### src/rtl/post_norm_addsub_if.sv
// Bundles the operand inputs and the result outputs of the add/sub
// post-normalization unit. The master drives operations and the slave
// (the unit itself) returns packed results and exception flags.
interface post_norm_addsub_if;
  logic        in_valid;
  logic [27:0] fract_in;
  logic [7:0]  exp_in;
  logic        sign;
  logic        zero_sign;
  logic        nan_sign;
  logic        nan_in;
  logic        inf_in;
  logic [1:0]  rmode;

  logic [31:0] out;
  logic        out_valid;
  logic        ine;
  logic        overflow;
  logic        underflow;
  logic        zero;

  modport master (
    output in_valid, fract_in, exp_in, sign, zero_sign, nan_sign,
           nan_in, inf_in, rmode,
    input  out, out_valid, ine, overflow, underflow, zero
  );

  modport slave (
    input  in_valid, fract_in, exp_in, sign, zero_sign, nan_sign,
           nan_in, inf_in, rmode,
    output out, out_valid, ine, overflow, underflow, zero
  );
endinterface

### src/rtl/post_norm_addsub.sv
// Post-normalization and rounding for the single-precision add/sub path.
// Stage 1 normalizes the 28-bit raw sum (carry right-shift or leading-zero
// left-shift limited by the exponent), stage 2 rounds, detects overflow and
// underflow and packs the IEEE-754 word. NaN/Inf requests bypass rounding
// but travel through the same two stages so latency is constant.
module post_norm_addsub #(
  parameter int EXP_W  = 8,
  parameter int FRAC_W = 23,
  parameter int LAT    = 2
) (
  input  logic               clk,
  input  logic               reset,
  post_norm_addsub_if.slave  bus
);

  localparam logic [EXP_W:0] EXP_MAX = {1'b0, {EXP_W{1'b1}}};

  // Valid shift register, one bit per pipeline stage.
  logic [LAT-1:0] valid_q, valid_d;

  // Stage 1 registers: normalized mantissa and exponent plus specials.
  logic [26:0]    mant_q, mant_d;
  logic [EXP_W:0] exp_q, exp_d;
  logic           sign_q, sign_d;
  logic [1:0]     rmode_q, rmode_d;
  logic           nan_q, nan_d;
  logic           inf_q, inf_d;
  logic           nan_sign_q, nan_sign_d;

  // Stage 2 registers: packed result and flags.
  logic [31:0]    out_q, out_d;
  logic           ine_q, ine_d;
  logic           overflow_q, overflow_d;
  logic           underflow_q, underflow_d;
  logic           zero_q, zero_d;

  // Stage 1 working signals.
  logic [EXP_W:0] eff_exp;
  logic [EXP_W:0] exp_m1;
  logic [4:0]     lz;
  logic [4:0]     sh;
  logic [26:0]    shifted;
  logic [26:0]    norm_mant;
  logic [EXP_W:0] norm_exp;
  logic           norm_sign;

  // Stage 2 working signals.
  logic              g_bit, rs_bit, lsb_bit, inc;
  logic [24:0]       sum;
  logic [EXP_W:0]    rexp;
  logic [FRAC_W-1:0] rman;
  logic              inexact;
  logic              to_inf;

  // Normalize the incoming raw sum and select what stage 1 captures.
  always_comb begin
    valid_d = {valid_q[LAT-2:0], bus.in_valid};

    eff_exp = (bus.exp_in == '0) ? {{EXP_W{1'b0}}, 1'b1} : {1'b0, bus.exp_in};
    exp_m1  = eff_exp - 1'b1;

    lz = 5'd27;
    for (int i = 0; i < 27; i++) begin
      if (bus.fract_in[i]) lz = 5'(26 - i);
    end

    sh      = ({4'b0, lz} < exp_m1) ? lz : exp_m1[4:0];
    shifted = bus.fract_in[26:0] << sh;

    norm_mant = '0;
    norm_exp  = '0;
    norm_sign = bus.sign;
    if (bus.fract_in == '0) begin
      norm_sign = bus.inf_in ? bus.sign : bus.zero_sign;
    end else if (bus.fract_in[27]) begin
      norm_mant = {bus.fract_in[27:2], bus.fract_in[1] | bus.fract_in[0]};
      norm_exp  = eff_exp + 1'b1;
    end else begin
      norm_mant = shifted;
      norm_exp  = shifted[26] ? (eff_exp - {4'b0, sh}) : '0;
    end

    mant_d     = mant_q;
    exp_d      = exp_q;
    sign_d     = sign_q;
    rmode_d    = rmode_q;
    nan_d      = nan_q;
    inf_d      = inf_q;
    nan_sign_d = nan_sign_q;
    if (bus.in_valid) begin
      mant_d     = norm_mant;
      exp_d      = norm_exp;
      sign_d     = norm_sign;
      rmode_d    = bus.rmode;
      nan_d      = bus.nan_in;
      inf_d      = bus.inf_in;
      nan_sign_d = bus.nan_sign;
    end
  end

  // Round the normalized value, detect exceptions and pack the result.
  always_comb begin
    lsb_bit = mant_q[3];
    g_bit   = mant_q[2];
    rs_bit  = mant_q[1] | mant_q[0];

    inc = 1'b0;
    case (rmode_q)
      2'd0: inc = g_bit & (rs_bit | lsb_bit);
      2'd1: inc = 1'b0;
      2'd2: inc = ~sign_q & (g_bit | rs_bit);
      2'd3: inc = sign_q & (g_bit | rs_bit);
      default: inc = 1'b0;
    endcase

    sum  = {1'b0, mant_q[26:3]} + {24'b0, inc};
    rexp = exp_q;
    rman = sum[FRAC_W-1:0];
    if (sum[24]) begin
      rexp = exp_q + 1'b1;
      rman = '0;
    end else if ((exp_q == '0) && sum[23]) begin
      rexp = {{EXP_W{1'b0}}, 1'b1};
    end

    inexact = g_bit | rs_bit;
    to_inf  = (rmode_q == 2'd0) || ((rmode_q == 2'd2) && !sign_q) ||
              ((rmode_q == 2'd3) && sign_q);

    out_d       = out_q;
    ine_d       = ine_q;
    overflow_d  = overflow_q;
    underflow_d = underflow_q;
    zero_d      = zero_q;
    if (valid_q[0]) begin
      ine_d       = inexact;
      overflow_d  = 1'b0;
      underflow_d = 1'b0;
      zero_d      = 1'b0;
      if (nan_q) begin
        out_d  = {nan_sign_q, 8'hFF, 1'b1, 22'b0};
        ine_d  = 1'b0;
      end else if (inf_q) begin
        out_d  = {sign_q, 8'hFF, 23'b0};
        ine_d  = 1'b0;
      end else if (rexp >= EXP_MAX) begin
        overflow_d = 1'b1;
        ine_d      = 1'b1;
        out_d      = to_inf ? {sign_q, 8'hFF, 23'b0} : {sign_q, 8'hFE, 23'h7FFFFF};
      end else begin
        out_d       = {sign_q, rexp[EXP_W-1:0], rman};
        underflow_d = (rexp == '0) & inexact;
        zero_d      = (rexp == '0) && (rman == '0);
      end
    end
  end

  // Pipeline state; reset discards anything in flight.
  always_ff @(posedge clk or posedge reset) begin
    if (reset) begin
      valid_q     <= '0;
      mant_q      <= '0;
      exp_q       <= '0;
      sign_q      <= 1'b0;
      rmode_q     <= '0;
      nan_q       <= 1'b0;
      inf_q       <= 1'b0;
      nan_sign_q  <= 1'b0;
      out_q       <= '0;
      ine_q       <= 1'b0;
      overflow_q  <= 1'b0;
      underflow_q <= 1'b0;
      zero_q      <= 1'b0;
    end else begin
      valid_q     <= valid_d;
      mant_q      <= mant_d;
      exp_q       <= exp_d;
      sign_q      <= sign_d;
      rmode_q     <= rmode_d;
      nan_q       <= nan_d;
      inf_q       <= inf_d;
      nan_sign_q  <= nan_sign_d;
      out_q       <= out_d;
      ine_q       <= ine_d;
      overflow_q  <= overflow_d;
      underflow_q <= underflow_d;
      zero_q      <= zero_d;
    end
  end

  assign bus.out       = out_q;
  assign bus.out_valid = valid_q[LAT-1];
  assign bus.ine       = ine_q;
  assign bus.overflow  = overflow_q;
  assign bus.underflow = underflow_q;
  assign bus.zero      = zero_q;

endmodule

### src/flat_wrapper.sv
// flat-port wrapper written by rule: the top's interface ports become plain ports
module post_norm_addsub_flat 
#(
  parameter int EXP_W  = 8,
  parameter int FRAC_W = 23,
  parameter int LAT    = 2
)
  (clk, reset, bus_in_valid, bus_fract_in, bus_exp_in, bus_sign, bus_zero_sign, bus_nan_sign, bus_nan_in, bus_inf_in, bus_rmode, bus_out, bus_out_valid, bus_ine, bus_overflow, bus_underflow, bus_zero);
  post_norm_addsub_if bus_i ();
  input  logic clk;
  input  logic reset;
  input wire logic [$bits(bus_i.in_valid)-1:0] bus_in_valid;
  input wire logic [$bits(bus_i.fract_in)-1:0] bus_fract_in;
  input wire logic [$bits(bus_i.exp_in)-1:0] bus_exp_in;
  input wire logic [$bits(bus_i.sign)-1:0] bus_sign;
  input wire logic [$bits(bus_i.zero_sign)-1:0] bus_zero_sign;
  input wire logic [$bits(bus_i.nan_sign)-1:0] bus_nan_sign;
  input wire logic [$bits(bus_i.nan_in)-1:0] bus_nan_in;
  input wire logic [$bits(bus_i.inf_in)-1:0] bus_inf_in;
  input wire logic [$bits(bus_i.rmode)-1:0] bus_rmode;
  output wire logic [$bits(bus_i.out)-1:0] bus_out;
  output wire logic [$bits(bus_i.out_valid)-1:0] bus_out_valid;
  output wire logic [$bits(bus_i.ine)-1:0] bus_ine;
  output wire logic [$bits(bus_i.overflow)-1:0] bus_overflow;
  output wire logic [$bits(bus_i.underflow)-1:0] bus_underflow;
  output wire logic [$bits(bus_i.zero)-1:0] bus_zero;
  assign bus_i.in_valid = bus_in_valid;
  assign bus_i.fract_in = bus_fract_in;
  assign bus_i.exp_in = bus_exp_in;
  assign bus_i.sign = bus_sign;
  assign bus_i.zero_sign = bus_zero_sign;
  assign bus_i.nan_sign = bus_nan_sign;
  assign bus_i.nan_in = bus_nan_in;
  assign bus_i.inf_in = bus_inf_in;
  assign bus_i.rmode = bus_rmode;
  assign bus_out = bus_i.out;
  assign bus_out_valid = bus_i.out_valid;
  assign bus_ine = bus_i.ine;
  assign bus_overflow = bus_i.overflow;
  assign bus_underflow = bus_i.underflow;
  assign bus_zero = bus_i.zero;
  post_norm_addsub #(.EXP_W(EXP_W), .FRAC_W(FRAC_W), .LAT(LAT)) u_core (.clk(clk), .reset(reset), .bus(bus_i));
endmodule
### config.mk
export PLATFORM = sky130hd
export DESIGN_NAME = post_norm_addsub_flat
export DESIGN_NICKNAME = d
export VERILOG_FILES = /design/src/rtl/post_norm_addsub_if.sv /design/src/rtl/post_norm_addsub.sv /design/src/flat_wrapper.sv
export SDC_FILE = /design/constraint.sdc
export NUM_CORES = 1
export LEC_CHECK = 0
export ABC_AREA = 1
export BUFFER_PORTS_ARGS = -buffer_cell sky130_fd_sc_hd__buf_4
export CAP_MARGIN = 30
export CORE_AREA = 2 2 106 108
export DETAILED_ROUTE_END_ITERATION = 16
export DIE_AREA = 0 0 108 110
export GPL_TIMING_DRIVEN = 0
export PLACE_DENSITY_LB_ADDON = 0.25
export SLEW_MARGIN = 10
export SYNTH_ARGS = -nofsm -noshare
export SYNTH_HDL_FRONTEND = slang
export SYNTH_SLANG_ARGS = --single-unit
### constraint.sdc
create_clock -name clk -period 6.19 [get_ports clk]
set_clock_uncertainty 0.15 [all_clocks]
set_input_delay 0.619 -clock clk [delete_from_list [all_inputs] [get_ports clk]]
set_output_delay 0.619 -clock clk [all_outputs]
set_load 0.03 [all_outputs]
==> out/metrics.yaml <==
cts_sinks: 80
ir_drop_mv: 0.159
areaGrowthSynthToFinish_pct: 14.7
avgSynthCellArea_sq_um: 6.44
critPathBufInv: 4
die_h_microns: 110
syn_inst: 1067
antenna_found_initial: 0
cts-resized-gates: 0
crit_path_end_kind: "flip-flop"
synthArstFlopShare_pct: 100
cts_buffer_depth: 2
htree_levels: 3
cts_buffers: 9
ant_nets: 0
ys_seq_elements: 80
dieArea_sq_um: 11900
first_pass_iters: 6
rsz0062_at_grt: "no"
nNetsFinal: 1223
crit_top_cell: "nand2_1"
cp_data_arrival_time_ns: 5.69
synth_top_area_share_pct: 29.1
synth_largest_area_cell: "dfrtp_1"
post-dp-hpwl_mm: 17.5
r2r_cells: 23
p_leak_uw: 0.00398
routed-via-count: 7839
cap_viol_max_count: 0
wl_mm: 22.7
fmax_mhz: 179
hold_viol: 0
dp_slack_ns: 0.376
p_per_area_nw_per_um2: 207
synthTopCellsByCount: "nand2_1 (306), nand3_1 (148), inv_1 (103)"
drv_slew: 0
pin_count: 83
dr.first_iter.drc_count: 888
yosys_warnings: 0
clk_pin_slew_ns: 0.08
worst_slack_ns: 0.616
cts_root_buffer: "clkbuf_8"
grt_use_total_pct: 39.4
synth.most_common_cell: "nand2_1"
cts_setup_buffers: 0
cp_slowest_stage_delay_ns: 0.56
fin_setup_tns_ns: 0
synth-seq-area-share_pct: 29.1
startpoint_type: "input pin"
syn_area_sq_um: 6870
ys_types: 50
holdCritPathClass: "input pin to asynchronous set/reset pin"
cts_hold_buf: 0
drive_gt1_share_pct: 14.2
critPathTopFamily: "compound AO/OA/AOI/OAI gates"
die_w_microns: 108
drc: 0
antennaDiodeCount: 0
initial_core_util_pct: 64.2
worstMarginPinSlew_ns: 0.854
grt_pass1_wl_mm: 36.3
fillCellCount: 904
vias_per_cell: 6.01
finalCriticalPeriod_ns: 5.57
period_share_pct: 90.1
gp_congestion: 0.986
reg2reg_setup_slack_ns: 1.25
clk_latency_ns: 0.37
cts_tree: "built"
grt.overflow.total: 0
r2r_end: "u_core.bus.zero"
io_buffers: 81
critPathMaxFanout: 10
yosys-top-cells-area: "dfrtp_1 (29%), nand2_1 (17%), nand3_1 (11%), inv_1 (5.6%), nor2_1 (4.4%)"
routedWlPerCell_microns: 17.4
grt_pass1_vias: 7385
critPathKind: "input pin to flip-flop"
core_area_sq_um: 10700
finalSetupViolCount: 0
slowest_stage: "a21oi_1"
r2r-start: "u_core.rmode_q[1]"
maxSlewHeadroom_pct: 42.5
outcome: "finished clean"
synth_edf_count: 0
syn-num-nets: 1130
grt_max_degree: 65
critPathRequiredTime_ns: 6.30
synth-main-ff-cell: "dfrtp_1"
row_count: 38
-- placed cells by master (no fill, tap or decap), types with 2 or more instances in the layout --
cell / n
buf_4: 88
clkbuf_8: 11
dfrtp_1: 80
nor3b_1: 2
a31oi_1: 5
buf_2: 11
xnor2_1: 3
nand3_1: 148
nand3_2: 6
o21ai_2: 5
o21ai_0: 44
nand2_1: 306
nor4_1: 11
clkbuf_1: 26
inv_2: 8
xor2_1: 21
o21bai_1: 2
nand4_1: 12
o211ai_1: 7
nand4_2: 2
o22ai_1: 3
nor3_1: 13
buf_6: 4
o21ai_1: 44
inv_1: 102
nand2_2: 8
clkinv_2: 2
ha_1: 16
nor3_2: 3
nor2_1: 81
buf_1: 3
nand2_4: 4
a21oi_1: 59
a22o_1: 2
nor4_2: 2
nor4_4: 2
-- worst max path at each step --
stage / start / end / slack, ns / cells after the start
6_report: bus_exp_in[5] / u_core.exp_q[7] / 0.62 / 31
5_1_grt: bus_exp_in[5] / u_core.exp_q[7] / 0.17 / 31
4_1_cts: bus_exp_in[5] / u_core.exp_q[7] / 0.73 / 31
3_5_place_dp: bus_exp_in[5] / u_core.exp_q[7] / 0.38 / 31
3_3_place_gp: bus_exp_in[5] / u_core.exp_q[7] / 0.50 / 31
2_1_floorplan: bus_exp_in[5] / u_core.exp_q[7] / 1.23 / 31
-- cells by family after synthesis --
group	share of synthesized area, %
AOI/OAI and AO/OA	14.6
DFF	29.1
xor gates and xnor gates	3.06
adders and majority gates	3.21
buffers and inverters	9.82
and+or+nand+nor	40.2
-- layer usage --
metal / share of wire (%) / global-route usage, %
met3: 8.3 / 7.11
met1: 39 / 46.9
met5: 0 / 0
met4: 6.1 / 26.5
met2: 46 / 65.3
-- sequential cells by signal, summed over array words and instances, names as in the netlist --
name,cells
u_core.bus.ine,1
u_core.bus.underflow,1
u_core.exp_q,9
u_core.valid_q,2
u_core.bus.zero,1
u_core.rmode_q,2
u_core.nan_q,1
u_core.bus.out,32
u_core.sign_q,1
u_core.inf_q,1
u_core.bus.overflow,1
u_core.nan_sign_q,1
u_core.mant_q,27
-- power by group --
group / internal (uW) / switching, uW / total [uW]
logic: 204 / 396 / 600
registers: 587 / 56.9 / 643
clock network: 207 / 178 / 385
total: 998 / 631 / 1630
-- cell type report --
class | instances | area (sq um) | area share [%]
plain buffers | 49 | 254 | 3.22
repair buffers | 82 | 636 | 8.07
multi-input cells | 826 | 4190 | 53.2
flip-flops and latches | 80 | 2000 | 25.4
clock buffers | 13 | 159 | 2.02
inverters | 112 | 423 | 5.37
clock inverters | 3 | 40.0 | 0.508
well taps | 140 | 175 | 2.22
-- stage by stage --
step	utilization (%)	total power (uW)	instance area (sq um)	hold slack, ns	instances
2_1_floorplan	-	1040	6870	0.263	1067
3_3_place_gp	71.5	1210	7650	0.285	1288
3_5_place_dp	71.8	1230	7680	0.291	1289
4_1_cts	73.7	1610	7880	0.0350	1305
5_1_grt	73.7	1720	7880	0.0374	1305
6_report	73.7	1630	7880	0.0252	1305
Power figures use the tool's default switching activity.
